## src/rtl/key_debounce_pulse_pkg.sv

```systemverilog
// Shared lab I/O definitions: debounce FSM encoding, board clock, counter sizing.
package lab_io_pkg;

    localparam int CLK_HZ = 50_000_000;

    typedef enum logic [1:0] {
        UP         = 2'd0,
        UP_TO_DOWN = 2'd1,
        DOWN       = 2'd2,
        DOWN_TO_UP = 2'd3
    } key_fsm_e;

    function automatic int cnt_width(input int a, input int b, input int c);
        int m;
        m = a;
        if (b > m) m = b;
        if (c > m) m = c;
        return (m < 2) ? 1 : $clog2(m);
    endfunction

endpackage

```

## src/rtl/key_debounce_pulse_if.sv

```systemverilog
// Key bundle: raw active-low buttons in, debounced level and edge pulses out.
interface key_debounce_pulse_if #(
    parameter int N_KEYS = 4
);
    logic [N_KEYS-1:0] KEY;
    logic [N_KEYS-1:0] KEY_STATE;
    logic [N_KEYS-1:0] KEY_PRESS;
    logic [N_KEYS-1:0] KEY_RELEASE;

    modport master (
        output KEY,
        input  KEY_STATE,
        input  KEY_PRESS,
        input  KEY_RELEASE
    );

    modport slave (
        input  KEY,
        output KEY_STATE,
        output KEY_PRESS,
        output KEY_RELEASE
    );
endinterface

```

## src/rtl/key_debounce_ch.sv

```systemverilog
// One key channel: 2-flop synchroniser, debounce FSM, optional auto-repeat.
// Auto-repeat is built only when KEY_AUTOREPEAT_EN is defined.
module key_debounce_ch
    import lab_io_pkg::*;
#(
    parameter int DEBOUNCE_CYCLES = 1_000_000,
`ifdef KEY_AUTOREPEAT_EN
    parameter int REPEAT_DELAY    = 25_000_000,
    parameter int REPEAT_PERIOD   = 5_000_000,
`endif
    parameter int CW              = 20
) (
    input  logic clk,
    input  logic rst,
    input  logic key,
    output logic level,
    output logic press,
    output logic lift
);

    localparam logic [CW-1:0] D_LAST  = CW'(DEBOUNCE_CYCLES - 1);
    localparam logic [CW-1:0] CNT_MAX = '1;

    logic [1:0] sync;
    logic       down;
    key_fsm_e   st, st_nxt;
    logic [CW-1:0] cnt, cnt_nxt;
    logic level_nxt, press_nxt, lift_nxt;

`ifdef KEY_AUTOREPEAT_EN
    localparam logic [CW-1:0] RD_LAST = CW'(REPEAT_DELAY - 1);
    localparam logic [CW-1:0] RP_LAST = CW'(REPEAT_PERIOD - 1);
    logic [CW-1:0] rcnt, rcnt_nxt;
    logic          rep, rep_nxt;
    logic [CW-1:0] rlim;
    assign rlim = rep ? RP_LAST : RD_LAST;
`endif

    // Reset to released so a held key after reset reads as a fresh press
    always_ff @(posedge clk or posedge rst) begin
        if (rst) sync <= 2'b11;
        else     sync <= {sync[0], key};
    end

    assign down = ~sync[1];

    always_ff @(posedge clk or posedge rst) begin
        if (rst) begin
            st    <= UP;
            cnt   <= '0;
            level <= 1'b0;
            press <= 1'b0;
            lift  <= 1'b0;
        end else begin
            st    <= st_nxt;
            cnt   <= cnt_nxt;
            level <= level_nxt;
            press <= press_nxt;
            lift  <= lift_nxt;
        end
    end

`ifdef KEY_AUTOREPEAT_EN
    always_ff @(posedge clk or posedge rst) begin
        if (rst) begin
            rcnt <= '0;
            rep  <= 1'b0;
        end else begin
            rcnt <= rcnt_nxt;
            rep  <= rep_nxt;
        end
    end
`endif

    always_comb begin
        st_nxt    = st;
        cnt_nxt   = cnt;
        level_nxt = level;
        press_nxt = 1'b0;
        lift_nxt  = 1'b0;
`ifdef KEY_AUTOREPEAT_EN
        rcnt_nxt  = rcnt;
        rep_nxt   = rep;
`endif
        unique case (st)
            UP: begin
                if (down) begin
                    st_nxt  = UP_TO_DOWN;
                    cnt_nxt = '0;
                end
            end
            UP_TO_DOWN: begin
                if (!down) begin
                    st_nxt  = UP;
                    cnt_nxt = '0;
                end else if (cnt == D_LAST) begin
                    st_nxt    = DOWN;
                    cnt_nxt   = '0;
                    level_nxt = 1'b1;
                    press_nxt = 1'b1;
`ifdef KEY_AUTOREPEAT_EN
                    rcnt_nxt  = '0;
                    rep_nxt   = 1'b0;
`endif
                end else if (cnt != CNT_MAX) begin
                    cnt_nxt = cnt + 1'b1;
                end
            end
            DOWN: begin
                if (!down) begin
                    st_nxt  = DOWN_TO_UP;
                    cnt_nxt = '0;
                end
`ifdef KEY_AUTOREPEAT_EN
                else if (rcnt == rlim) begin
                    press_nxt = 1'b1;
                    rcnt_nxt  = '0;
                    rep_nxt   = 1'b1;
                end else if (rcnt != CNT_MAX) begin
                    rcnt_nxt = rcnt + 1'b1;
                end
`endif
            end
            DOWN_TO_UP: begin
                // Repeat counter stays frozen here; a rejected glitch resumes it
                if (down) begin
                    st_nxt  = DOWN;
                    cnt_nxt = '0;
                end else if (cnt == D_LAST) begin
                    st_nxt    = UP;
                    cnt_nxt   = '0;
                    level_nxt = 1'b0;
                    lift_nxt  = 1'b1;
`ifdef KEY_AUTOREPEAT_EN
                    rcnt_nxt  = '0;
                    rep_nxt   = 1'b0;
`endif
                end else if (cnt != CNT_MAX) begin
                    cnt_nxt = cnt + 1'b1;
                end
            end
            default: st_nxt = UP;
        endcase
    end

endmodule

```

## src/rtl/key_debounce_pulse.sv

```systemverilog
// KEY conditioner: N_KEYS independent debounce channels on CLOCK_50.
// Define KEY_AUTOREPEAT_EN to add auto-repeat KEY_PRESS pulses while held.
module key_debounce_pulse
    import lab_io_pkg::*;
#(
    parameter int N_KEYS          = 4,
    parameter int DEBOUNCE_CYCLES = 1_000_000,
    parameter int REPEAT_DELAY    = 25_000_000,
    parameter int REPEAT_PERIOD   = 5_000_000
) (
    input logic           CLOCK_50,
    input logic           RESET,
    key_debounce_pulse_if.slave keys
);

    localparam int CW = cnt_width(DEBOUNCE_CYCLES, REPEAT_DELAY, REPEAT_PERIOD);

    logic [N_KEYS-1:0] level_v;
    logic [N_KEYS-1:0] press_v;
    logic [N_KEYS-1:0] lift_v;

    for (genvar i = 0; i < N_KEYS; i++) begin : g_ch
        key_debounce_ch #(
            .DEBOUNCE_CYCLES (DEBOUNCE_CYCLES),
`ifdef KEY_AUTOREPEAT_EN
            .REPEAT_DELAY    (REPEAT_DELAY),
            .REPEAT_PERIOD   (REPEAT_PERIOD),
`endif
            .CW              (CW)
        ) u_ch (
            .clk   (CLOCK_50),
            .rst   (RESET),
            .key   (keys.KEY[i]),
            .level (level_v[i]),
            .press (press_v[i]),
            .lift  (lift_v[i])
        );
    end

    assign keys.KEY_STATE   = level_v;
    assign keys.KEY_PRESS   = press_v;
    assign keys.KEY_RELEASE = lift_v;

endmodule

```

## src/flat_wrapper.sv

```systemverilog
// flat-port wrapper written by rule: the top's interface ports become plain ports
module key_debounce_pulse_flat import lab_io_pkg::*;
#(
    parameter int N_KEYS          = 4,
    parameter int DEBOUNCE_CYCLES = 1_000_000,
    parameter int REPEAT_DELAY    = 25_000_000,
    parameter int REPEAT_PERIOD   = 5_000_000
)
  (CLOCK_50, RESET, keys_KEY, keys_KEY_STATE, keys_KEY_PRESS, keys_KEY_RELEASE);
  key_debounce_pulse_if #(.N_KEYS(N_KEYS)) keys_i ();
  input logic CLOCK_50;
  input logic RESET;
  input wire logic [$bits(keys_i.KEY)-1:0] keys_KEY;
  output wire logic [$bits(keys_i.KEY_STATE)-1:0] keys_KEY_STATE;
  output wire logic [$bits(keys_i.KEY_PRESS)-1:0] keys_KEY_PRESS;
  output wire logic [$bits(keys_i.KEY_RELEASE)-1:0] keys_KEY_RELEASE;
  assign keys_i.KEY = keys_KEY;
  assign keys_KEY_STATE = keys_i.KEY_STATE;
  assign keys_KEY_PRESS = keys_i.KEY_PRESS;
  assign keys_KEY_RELEASE = keys_i.KEY_RELEASE;
  key_debounce_pulse #(.N_KEYS(N_KEYS), .DEBOUNCE_CYCLES(DEBOUNCE_CYCLES), .REPEAT_DELAY(REPEAT_DELAY), .REPEAT_PERIOD(REPEAT_PERIOD)) u_core (.CLOCK_50(CLOCK_50), .RESET(RESET), .keys(keys_i));
endmodule
```

## config.mk

```make
export PLATFORM = sky130hd
export DESIGN_NAME = key_debounce_pulse_flat
export DESIGN_NICKNAME = d
export VERILOG_FILES = /design/src/rtl/key_debounce_pulse_pkg.sv /design/src/rtl/key_debounce_pulse_if.sv /design/src/rtl/key_debounce_ch.sv /design/src/rtl/key_debounce_pulse.sv /design/src/flat_wrapper.sv
export SDC_FILE = /design/constraint.sdc
export NUM_CORES = 1
export LEC_CHECK = 0
export CAP_MARGIN = 20
export CORE_MARGIN = 4
export CORE_UTILIZATION = 30
export DETAILED_ROUTE_END_ITERATION = 6
export PLACE_DENSITY = 0.55
export SYNTH_ARGS = -nofsm -noshare
export SYNTH_HDL_FRONTEND = slang
export SYNTH_SLANG_ARGS = --single-unit
```

## constraint.sdc

```tcl
create_clock -name CLOCK_50 -period 4.6 [get_ports CLOCK_50]
set_input_delay 0.46 -clock CLOCK_50 [delete_from_list [all_inputs] [get_ports CLOCK_50]]
set_output_delay 0.46 -clock CLOCK_50 [all_outputs]
set_load 0.01 [all_outputs]
```

==> results of run 1 <==
==> per-layer routing <==
| layer | global-route usage (%) | up-vias | part of all wire (%) |
|---|---|---|---|
| li1 | - | 3238 | - |
| met2 | 21.74 | 163 | 45 |
| met5 | 0 | - | 0 |
| met4 | 4.310 | 0 | 1.5 |
| met1 | 20.66 | 3244 | 50 |
| met3 | 2.895 | 25 | 4.1 |
==> report_power, final <==
part	total (W)	internal, W	switching [W]
registers	0.00122	0.00117	0.0000481
logic	0.000320	0.0000961	0.000224
clock network	0.00133	0.000801	0.000528
==> critical path: cells and delay by family, from the launching register on <==
family	cells	cell delay (ns)
compound gates	2	0.52
buf+inv	1	0.34
simple gates	3	1.26
flops	1	0.47
==> logic make-up (layout without fill, tap and decap cells) <==
| logic type | after synthesis | in the layout | synth area share (%) |
|---|---|---|---|
| mux | 6 | 6 | 0.8184 |
| compound gates | 254 | 254 | 22.42 |
| flops | 128 | 128 | 43.79 |
| fa+ha+maj | 4 | 4 | 0.6820 |
| buf+inv | 82 | 83 | 4.962 |
| simple gates | 359 | 359 | 26.73 |
| xor+xnor | 5 | 5 | 0.5967 |
==> flip-flops by register name (all words and copies together) (netlist names), named ones only <==
| name | count |
|---|---|
| u_core.g_ch.u_ch.level | 4 |
| u_core.g_ch.u_ch.lift | 4 |
| u_core.g_ch.u_ch.press | 4 |
| u_core.g_ch.u_ch.cnt | 100 |
| u_core.g_ch.u_ch.sync | 8 |
| u_core.g_ch.u_ch.st | 4 |
==> cell usage in the layout (no fill, tap or decap), types with 18 or more instances in the layout <==
master | netlist | routed
dfrtp_1 | 120 | 120
nand4_1 | 34 | 34
nor4_1 | 19 | 19
nand3_1 | 63 | 63
nand2_1 | 77 | 77
a21oi_1 | 46 | 44
and3_1 | 18 | 18
nor3_1 | 29 | 29
a31oi_1 | 67 | 65
nor2_1 | 43 | 43
inv_1 | 26 | 25
o21ai_0 | 49 | 49
o211ai_1 | 19 | 19
==> cell type report <==
cell class | count | area (sq um) | share of cell area, %
Multi-Input combinational cell | 628 | 3781 | 45.57
Sequential cell | 128 | 3213 | 38.72
Clock buffer | 20 | 436.7 | 5.262
Tap cell | 319 | 399.1 | 4.810
Timing Repair Buffer | 25 | 230.2 | 2.774
Clock inverter | 12 | 135.1 | 1.628
Inverter | 26 | 102.6 | 1.236
==> metrics by stage <==
step / util (%) / area, sq um
floorplan: - / 7338
global placement: 32.46 / 7711
detailed placement: 32.46 / 7711
CTS: 34.87 / 8283
global route: 34.93 / 8298
finish: 34.93 / 8298
==> worst paths after layout <==
| path | slack [ns] | endpoint | cells past startpoint | start |
|---|---|---|---|---|
| max in group asynchronous | 3.01 | u_core.g_ch[3].u_ch.sync[0] | 3 | RESET |
| worst max register to register | 1.86 | u_core.g_ch[0].u_ch.cnt[7] | 6 | u_core.g_ch[0].u_ch.cnt[12] |
| worst max-delay path | 1.86 | u_core.g_ch[0].u_ch.cnt[7] | 6 | u_core.g_ch[0].u_ch.cnt[12] |
| min in group asynchronous | 0.64 | u_core.g_ch[1].u_ch.cnt[19] | 2 | RESET |
| worst min-delay path | 0.36 | u_core.g_ch[1].u_ch.sync[1] | 0 | u_core.g_ch[1].u_ch.sync[0] |
| worst min register to register | 0.36 | u_core.g_ch[1].u_ch.sync[1] | 0 | u_core.g_ch[1].u_ch.sync[0] |
==> report_table.html, run 1 <==
<table>
<tr><th>Metric</th><th>Value</th></tr>
<tr><th colspan="2">Floorplan</th></tr>
<tr><td>DIE AREA</td><td>27030 sq um</td></tr>
<tr><td>Number of placement rows</td><td>56</td></tr>
<tr><td>Chip Width</td><td>164.4 um</td></tr>
<tr><td>Die extent in y</td><td>164.4 um</td></tr>
<tr><td>Area of the placeable core</td><td>23750 sq um</td></tr>
<tr><td>Initial core utilization</td><td>30.89%</td></tr>
<tr><td>Boundary Pins</td><td>18</td></tr>
<tr><th colspan="2">Detailed routing</th></tr>
<tr><td>Detailed Route Iter0 Violations</td><td>612</td></tr>
<tr><td>Post-DR vias/cell</td><td>5.760</td></tr>
<tr><td>Number of iterations in the first detailed-routing pass</td><td>6</td></tr>
<tr><td>Vias after detailed routing</td><td>6670</td></tr>
<tr><td>Avg WL per Cell</td><td>16.21 um</td></tr>
<tr><td>Antenna Nets Post-Route</td><td>0</td></tr>
<tr><td>DRC violation count after routing</td><td>0</td></tr>
<tr><td>Total wirelength of the detailed-routed design</td><td>18770 um</td></tr>
<tr><th colspan="2">STA</th></tr>
<tr><td>Total setup violations reported at the end of the flow</td><td>0</td></tr>
<tr><td>Final period utilization</td><td>59.54%</td></tr>
<tr><td>Final critical delay including setup and external delays</td><td>2.739 ns</td></tr>
<tr><td>TNS Setup</td><td>0 ns</td></tr>
<tr><td>Hold Fails Final Rpt</td><td>0</td></tr>
<tr><td>Worst slew pin tran</td><td>1.002 ns</td></tr>
<tr><td>Unrepaired setup endpoints after global routing</td><td>false</td></tr>
<tr><td>Final worst hold slack</td><td>0.3586 ns</td></tr>
<tr><td>Highest attainable clock frequency</td><td>365.1 MHz</td></tr>
<tr><td>Number of pins exceeding their max-slew limit in the final report</td><td>0</td></tr>
<tr><td>Worst relative slew slack</td><td>32.57%</td></tr>
<tr><td>Setup slack of the critical path after layout</td><td>1.861 ns</td></tr>
<tr><td>Final setup skew</td><td>0.01293 ns</td></tr>
<tr><th colspan="2">Power</th></tr>
<tr><td>P_leak</td><td>3.197 nW</td></tr>
<tr><td>Total power</td><td>0.002866 W</td></tr>
<tr><td>P per Cell Area</td><td>345.4 nW/um^2</td></tr>
<tr><td>Highest ir drop seen on vdd</td><td>0.0001758 V</td></tr>
<tr><th colspan="2">Critical path</th></tr>
<tr><td>Worst setup path category</td><td>reg2reg</td></tr>
<tr><td>Longest individual stage delay on the worst path</td><td>0.63 ns</td></tr>
<tr><td>Crit path required time</td><td>4.88 ns</td></tr>
<tr><td>Cell-by-cell trace of the critical path</td><td>or4b_2 &gt; nor3_1 &gt; a31oi_2 &gt; buf_4 &gt; nor2_1 &gt; o21ai_0</td></tr>
<tr><td>WP data arrival</td><td>3.02 ns</td></tr>
<tr><td>Worst-path fanout max</td><td>29</td></tr>
<tr><td>CP Launch Type</td><td>flip-flop</td></tr>
<tr><td>Critical path's slowest cell</td><td>or4b_2</td></tr>
<tr><td>Worst setup EP type</td><td>flip-flop</td></tr>
<tr><th colspan="2">Clocking</th></tr>
<tr><td>Clock latency reported for the late side of the worst-skew pair</td><td>0.42 ns</td></tr>
<tr><td>Number of buffers inserted by hold repair at cts</td><td>0</td></tr>
<tr><td>Clock Tree Buf Depth</td><td>2</td></tr>
<tr><td>TritonCTS clock tree</td><td>done</td></tr>
<tr><td>Setup bufs post-CTS</td><td>0</td></tr>
<tr><td>Clk sinks</td><td>128</td></tr>
<tr><td>Number of gates given a new drive strength after cts</td><td>0</td></tr>
<tr><td>Number of buffers created by CTS</td><td>17</td></tr>
<tr><td>Root Driver</td><td>clkbuf_16</td></tr>
<tr><td>H-tree levels</td><td>4</td></tr>
<tr><td>Clk pin slew, worst setup/hold paths</td><td>0.06 ns</td></tr>
<tr><th colspan="2">Job</th></tr>
<tr><td>Max_cap viols</td><td>0</td></tr>
<tr><th colspan="2">Final layout</th></tr>
<tr><td>Layout area overhead</td><td>13.08%</td></tr>
<tr><td>Cell Count, Final, Fillers Out</td><td>1158</td></tr>
<tr><td>Count of filler cells inserted in the layout</td><td>2412</td></tr>
<tr><td>Fraction of final layout cells with drive strength greater than 1</td><td>7.986%</td></tr>
<tr><td>Number of nets in the final layout</td><td>836</td></tr>
<tr><td>Number of diodes</td><td>0</td></tr>
<tr><th colspan="2">Global routing</th></tr>
<tr><td>Overall global routing resource usage</td><td>14.33%</td></tr>
<tr><td>Antenna violations before repair</td><td>0</td></tr>
<tr><td>Via count of the first global-routing pass</td><td>6181</td></tr>
<tr><td>Pin count of the biggest net entering global routing</td><td>105</td></tr>
<tr><td>Overflow left after global routing</td><td>0</td></tr>
<tr><td>Wire length of the first global-routing pass</td><td>31860 um</td></tr>
<tr><th colspan="2">Logic synthesis</th></tr>
<tr><td>Synth Area per Inst</td><td>8.757 sq um</td></tr>
<tr><td>Number of enable flip-flop cells after synthesis</td><td>0</td></tr>
<tr><td>Mapped Nets</td><td>848</td></tr>
<tr><td>Most common flop cell mapped by yosys</td><td>dfrtp_1</td></tr>
<tr><td>Proportion of netlist area held by the largest area contributor</td><td>40.92%</td></tr>
<tr><td>Post-synthesis sequential area ratio</td><td>43.79%</td></tr>
<tr><td>Most common cell in the netlist</td><td>dfrtp_1</td></tr>
<tr><td>Number of library cell types mapped by synthesis</td><td>60</td></tr>
<tr><td>Register bit total from synthesis</td><td>128</td></tr>
<tr><td>Cell type with the highest aggregate area in the netlist</td><td>dfrtp_1</td></tr>
<tr><td>Yosys warning count</td><td>0</td></tr>
<tr><td>Cell Area, Synth</td><td>7338 sq um</td></tr>
<tr><td>Fraction of registers with async set or reset after synthesis</td><td>100.0%</td></tr>
<tr><td>Most numerous cell types in the synthesized netlist</td><td>120 x dfrtp_1, 77 x nand2_1, 67 x a31oi_1, 63 x nand3_1, 49 x o21ai_0</td></tr>
<tr><td>Number of instances in the synthesized netlist</td><td>838</td></tr>
<tr><td>Dominant cells by area after synthesis</td><td>dfrtp_1 41%, a31oi_1 5.7%, nand3_1 4.3%</td></tr>
<tr><th colspan="2">Placement</th></tr>
<tr><td>Post-Place Cells</td><td>1124</td></tr>
<tr><td>Port-buffer cells</td><td>17</td></tr>
<tr><td>Setup slack at placement</td><td>1.867 ns</td></tr>
<tr><td>Sum of net half-perimeters after detailed placement</td><td>12410 um</td></tr>
<tr><td>Routability Congestion</td><td>0.8489</td></tr>
<tr><th colspan="2">Min path</th></tr>
<tr><td>Worst Hold Class</td><td>reg2reg</td></tr>
<tr><th colspan="2">Run status</th></tr>
<tr><td>Status</td><td>finished, final reports clean</td></tr>
</table>
(Power assumes the default switching activity.)
==> inputs of run 2 (changes only) <==
==> constraint.sdc (replaced) <==
create_clock -name CLOCK_50 -period 2.6 [get_ports CLOCK_50]
set_input_delay 0.26 -clock CLOCK_50 [delete_from_list [all_inputs] [get_ports CLOCK_50]]
set_output_delay 0.26 -clock CLOCK_50 [all_outputs]
set_load 0.01 [all_outputs]
==> run 2 against run 1 <==
The run now ends with DRC left. Sequential share of layout area shrank 1.6 points. Combinational power rose by 91%. Global-route usage is 0.57 points higher. Register-to-register slack got worse by 1.7 ns. Maximum frequency grew 11%. Wire length increased by 2.3%. Non-clock buffer count increased by 36. Via count increased by 1.3%. Power up 81%. Setup slack worse by 1.7 ns. Clock power increased by 83%. Die area is the same. Largest cell class unchanged.
==> report_table.html, run 2 (synthesis results as in run 1) <==
<table>
<tr><th>Metric</th><th>Value</th></tr>
<tr><th colspan="2">Run status</th></tr>
<tr><td>Status</td><td>complete, but fails checks</td></tr>
<tr><td>Failing checks</td><td>DRC</td></tr>
<tr><th colspan="2">Power</th></tr>
<tr><td>Sequential Power Share</td><td>41.4%</td></tr>
<tr><td>Highest ir drop seen on vdd</td><td>0.0003245 V</td></tr>
<tr><td>Sw Share</td><td>26.44%</td></tr>
<tr><td>Sw power</td><td>0.001375 W</td></tr>
<tr><td>Cell-internal power</td><td>0.003824 W</td></tr>
<tr><td>Clock share of power</td><td>46.9%</td></tr>
<tr><td>P per Cell Area</td><td>600.7 nW/um^2</td></tr>
<tr><td>Combinational power share</td><td>11.8%</td></tr>
<tr><td>P_leak</td><td>3.399 nW</td></tr>
<tr><th colspan="2">STA</th></tr>
<tr><td>Final worst hold slack</td><td>0.2277 ns</td></tr>
<tr><td>Worst relative slew slack</td><td>50.83%</td></tr>
<tr><td>Highest attainable clock frequency</td><td>406.9 MHz</td></tr>
<tr><td>Final period utilization</td><td>94.52%</td></tr>
<tr><td>Number of pins exceeding their max-slew limit in the final report</td><td>0</td></tr>
<tr><td>Setup slack of the critical path after layout</td><td>0.1425 ns</td></tr>
<tr><td>Final critical delay including setup and external delays</td><td>2.457 ns</td></tr>
<tr><td>Worst slew pin tran</td><td>0.7348 ns</td></tr>
<tr><td>TNS Setup</td><td>0 ns</td></tr>
<tr><td>Final setup skew</td><td>0.01404 ns</td></tr>
<tr><td>Hold Fails Final Rpt</td><td>0</td></tr>
<tr><td>Unrepaired setup endpoints after global routing</td><td>false</td></tr>
<tr><td>Total setup violations reported at the end of the flow</td><td>0</td></tr>
<tr><th colspan="2">Critical path</th></tr>
<tr><td>Worst-path fanout max</td><td>7</td></tr>
<tr><td>Crit path required time</td><td>2.88 ns</td></tr>
<tr><td>Endpoint of the worst register-to-register path</td><td>u_core.g_ch[0].u_ch.cnt[7]</td></tr>
<tr><td>Worst setup EP type</td><td>flip-flop</td></tr>
<tr><td>R2R depth</td><td>5</td></tr>
<tr><td>Startpoint of the worst register-to-register path</td><td>u_core.g_ch[0].u_ch.cnt[21]</td></tr>
<tr><td>Register-to-register setup slack</td><td>0.14 ns</td></tr>
<tr><td>CP Launch Type</td><td>flip-flop</td></tr>
<tr><td>WP data arrival</td><td>2.74 ns</td></tr>
<tr><td>Worst setup path category</td><td>reg2reg</td></tr>
<tr><th colspan="2">Final layout</th></tr>
<tr><td>Layout area overhead</td><td>17.94%</td></tr>
<tr><td>Number of nets in the final layout</td><td>872</td></tr>
<tr><td>Most common cell after layout, fill and taps aside</td><td>dfrtp_1</td></tr>
<tr><td>Registers with the most flip-flops</td><td>u_core.g_ch.u_ch.cnt (100), u_core.g_ch.u_ch.sync (8)</td></tr>
<tr><td>Register bank with the most flops</td><td>u_core.g_ch.u_ch.cnt</td></tr>
<tr><td>Number of diodes</td><td>0</td></tr>
<tr><td>Commonest cells after routing, fill and taps aside</td><td>120 x dfrtp_1, 77 x nand2_1, 65 x a31oi_1, 63 x nand3_1, 49 x o21ai_0</td></tr>
<tr><td>Count of filler cells inserted in the layout</td><td>2397</td></tr>
<tr><td>Fraction of final layout cells with drive strength greater than 1</td><td>11.78%</td></tr>
<tr><td>Number of flip-flops under the largest register name</td><td>100</td></tr>
<tr><td>Cell Count, Final, Fillers Out</td><td>1193</td></tr>
<tr><th colspan="2">Floorplan</th></tr>
<tr><td>Die extent in y</td><td>164.4 um</td></tr>
<tr><td>Boundary Pins</td><td>18</td></tr>
<tr><td>Number of placement rows</td><td>56</td></tr>
<tr><td>DIE AREA</td><td>27030 sq um</td></tr>
<tr><td>Area of the placeable core</td><td>23750 sq um</td></tr>
<tr><td>Chip Width</td><td>164.4 um</td></tr>
<tr><td>Initial core utilization</td><td>30.89%</td></tr>
<tr><th colspan="2">Detailed routing</th></tr>
<tr><td>Total wirelength of the detailed-routed design</td><td>19200 um</td></tr>
<tr><td>Avg WL per Cell</td><td>16.09 um</td></tr>
<tr><td>Detailed Route Iter0 Violations</td><td>473</td></tr>
<tr><td>Vias after detailed routing</td><td>6754</td></tr>
<tr><td>Antenna Nets Post-Route</td><td>0</td></tr>
<tr><td>DRC violation count after routing</td><td>1</td></tr>
<tr><td>Number of iterations in the first detailed-routing pass</td><td>7</td></tr>
<tr><td>Post-DR vias/cell</td><td>5.661</td></tr>
<tr><th colspan="2">Min path</th></tr>
<tr><td>Worst Hold Class</td><td>in2async</td></tr>
<tr><th colspan="2">Placement</th></tr>
<tr><td>Sum of net half-perimeters after detailed placement</td><td>13010 um</td></tr>
<tr><td>Port-buffer cells</td><td>17</td></tr>
<tr><td>Routability Congestion</td><td>0.8429</td></tr>
<tr><td>Setup slack at placement</td><td>0.2150 ns</td></tr>
<tr><td>Post-Place Cells</td><td>1161</td></tr>
<tr><th colspan="2">Clocking</th></tr>
<tr><td>Setup bufs post-CTS</td><td>0</td></tr>
<tr><td>TritonCTS clock tree</td><td>done</td></tr>
<tr><td>Number of gates given a new drive strength after cts</td><td>0</td></tr>
<tr><td>Number of buffers created by CTS</td><td>17</td></tr>
<tr><td>H-tree levels</td><td>4</td></tr>
<tr><td>Number of buffers inserted by hold repair at cts</td><td>0</td></tr>
<tr><td>Clk pin slew, worst setup/hold paths</td><td>0.06 ns</td></tr>
<tr><td>Clock Tree Buf Depth</td><td>2</td></tr>
<tr><td>Clk sinks</td><td>128</td></tr>
<tr><td>Clock latency reported for the late side of the worst-skew pair</td><td>0.43 ns</td></tr>
<tr><td>Root Driver</td><td>clkbuf_16</td></tr>
<tr><th colspan="2">Global routing</th></tr>
<tr><td>Via count of the first global-routing pass</td><td>6394</td></tr>
<tr><td>Pin count of the biggest net entering global routing</td><td>70</td></tr>
<tr><td>Overall global routing resource usage</td><td>14.90%</td></tr>
<tr><td>Overflow left after global routing</td><td>0</td></tr>
<tr><td>Antenna violations before repair</td><td>0</td></tr>
<tr><td>Wire length of the first global-routing pass</td><td>33040 um</td></tr>
<tr><th colspan="2">Job</th></tr>
<tr><td>Max_cap viols</td><td>0</td></tr>
</table>
==> run 2: cell count changes in the layout (fill, tap and decap cells not counted), sizes merged <==
cell | previous run | this run
inv | 28 | 25
clkbuf | 20 | 21
bufinv | 2 | 3
buf | 8 | 44
clkinvlp | 1 | 4
clkinv | 7 | 4
==> run 2: stage by stage <==
stage                     area (sq um)  utilization (%)  total power, W
after global routing              8655            36.44        0.005440
after floorplan                   7342                -        0.002590
after CTS                         8647            36.40        0.005256
after detailed placement          8050            33.89        0.002791
after global placement            8050            33.89        0.002786
final                             8655            36.44        0.005199
==> run 2: per-layer routing <==
| layer | GRT usage (%) | wire length, um | vias up |
|---|---|---|---|
| li1 | - | - | 3306 |
| met1 | 21.15 | 9425 | 3251 |
| met2 | 23.02 | 8629 | 171 |
| met3 | 2.970 | 854 | 26 |
| met4 | 4.499 | 288 | 0 |
| met5 | 0 | 0 | - |
==> run 2: layout make-up <==
| class | instances | area, sq um | area share, % |
|---|---|---|---|
| Tap cell | 319 | 399.1 | 4.612 |
| Inverter | 26 | 101.3 | 1.171 |
| Sequential cell | 128 | 3213 | 37.13 |
| Clock inverter | 10 | 136.4 | 1.576 |
| Multi-Input combinational cell | 628 | 3781 | 43.69 |
| Clock buffer | 21 | 460.4 | 5.320 |
| Timing Repair Buffer | 61 | 563.0 | 6.506 |
==> run 2: worst max-delay path by stage <==
stage                                 from                     endpoint  slack, ns  cells past startpoint
2_1_floorplan   u_core.g_ch[1].u_ch.cnt[0]  u_core.g_ch[1].u_ch.cnt[22]       0.28                      7
3_3_place_gp   u_core.g_ch[0].u_ch.cnt[21]  u_core.g_ch[0].u_ch.cnt[15]       0.26                      5
3_5_place_dp   u_core.g_ch[0].u_ch.cnt[10]   u_core.g_ch[0].u_ch.cnt[7]       0.21                      5
4_1_cts        u_core.g_ch[0].u_ch.cnt[21]   u_core.g_ch[0].u_ch.cnt[7]       0.21                      5
5_1_grt        u_core.g_ch[0].u_ch.cnt[21]   u_core.g_ch[0].u_ch.cnt[7]       0.02                      5
6_report       u_core.g_ch[0].u_ch.cnt[21]   u_core.g_ch[0].u_ch.cnt[7]       0.14                      5
==> run 2: critical path, cell delays in order, from the launching register on <==
cell	delay [ns]
dfrtp_1	0.45
or4_1	0.59
nor3_1	0.45
a31oi_2	0.27
nor2_1	0.38
o21ai_0	0.17
==> run 2: power by group through the flow <==
stage / combinational [W] / sequential [W] / clock, W
after floorplan: 0.000427 / 0.00216 / 0
after global placement: 0.000603 / 0.00218 / 0
after detailed placement: 0.000606 / 0.00219 / 0
after CTS: 0.000607 / 0.00215 / 0.00250
after global routing: 0.000690 / 0.00217 / 0.00258
final: 0.000611 / 0.00215 / 0.00244
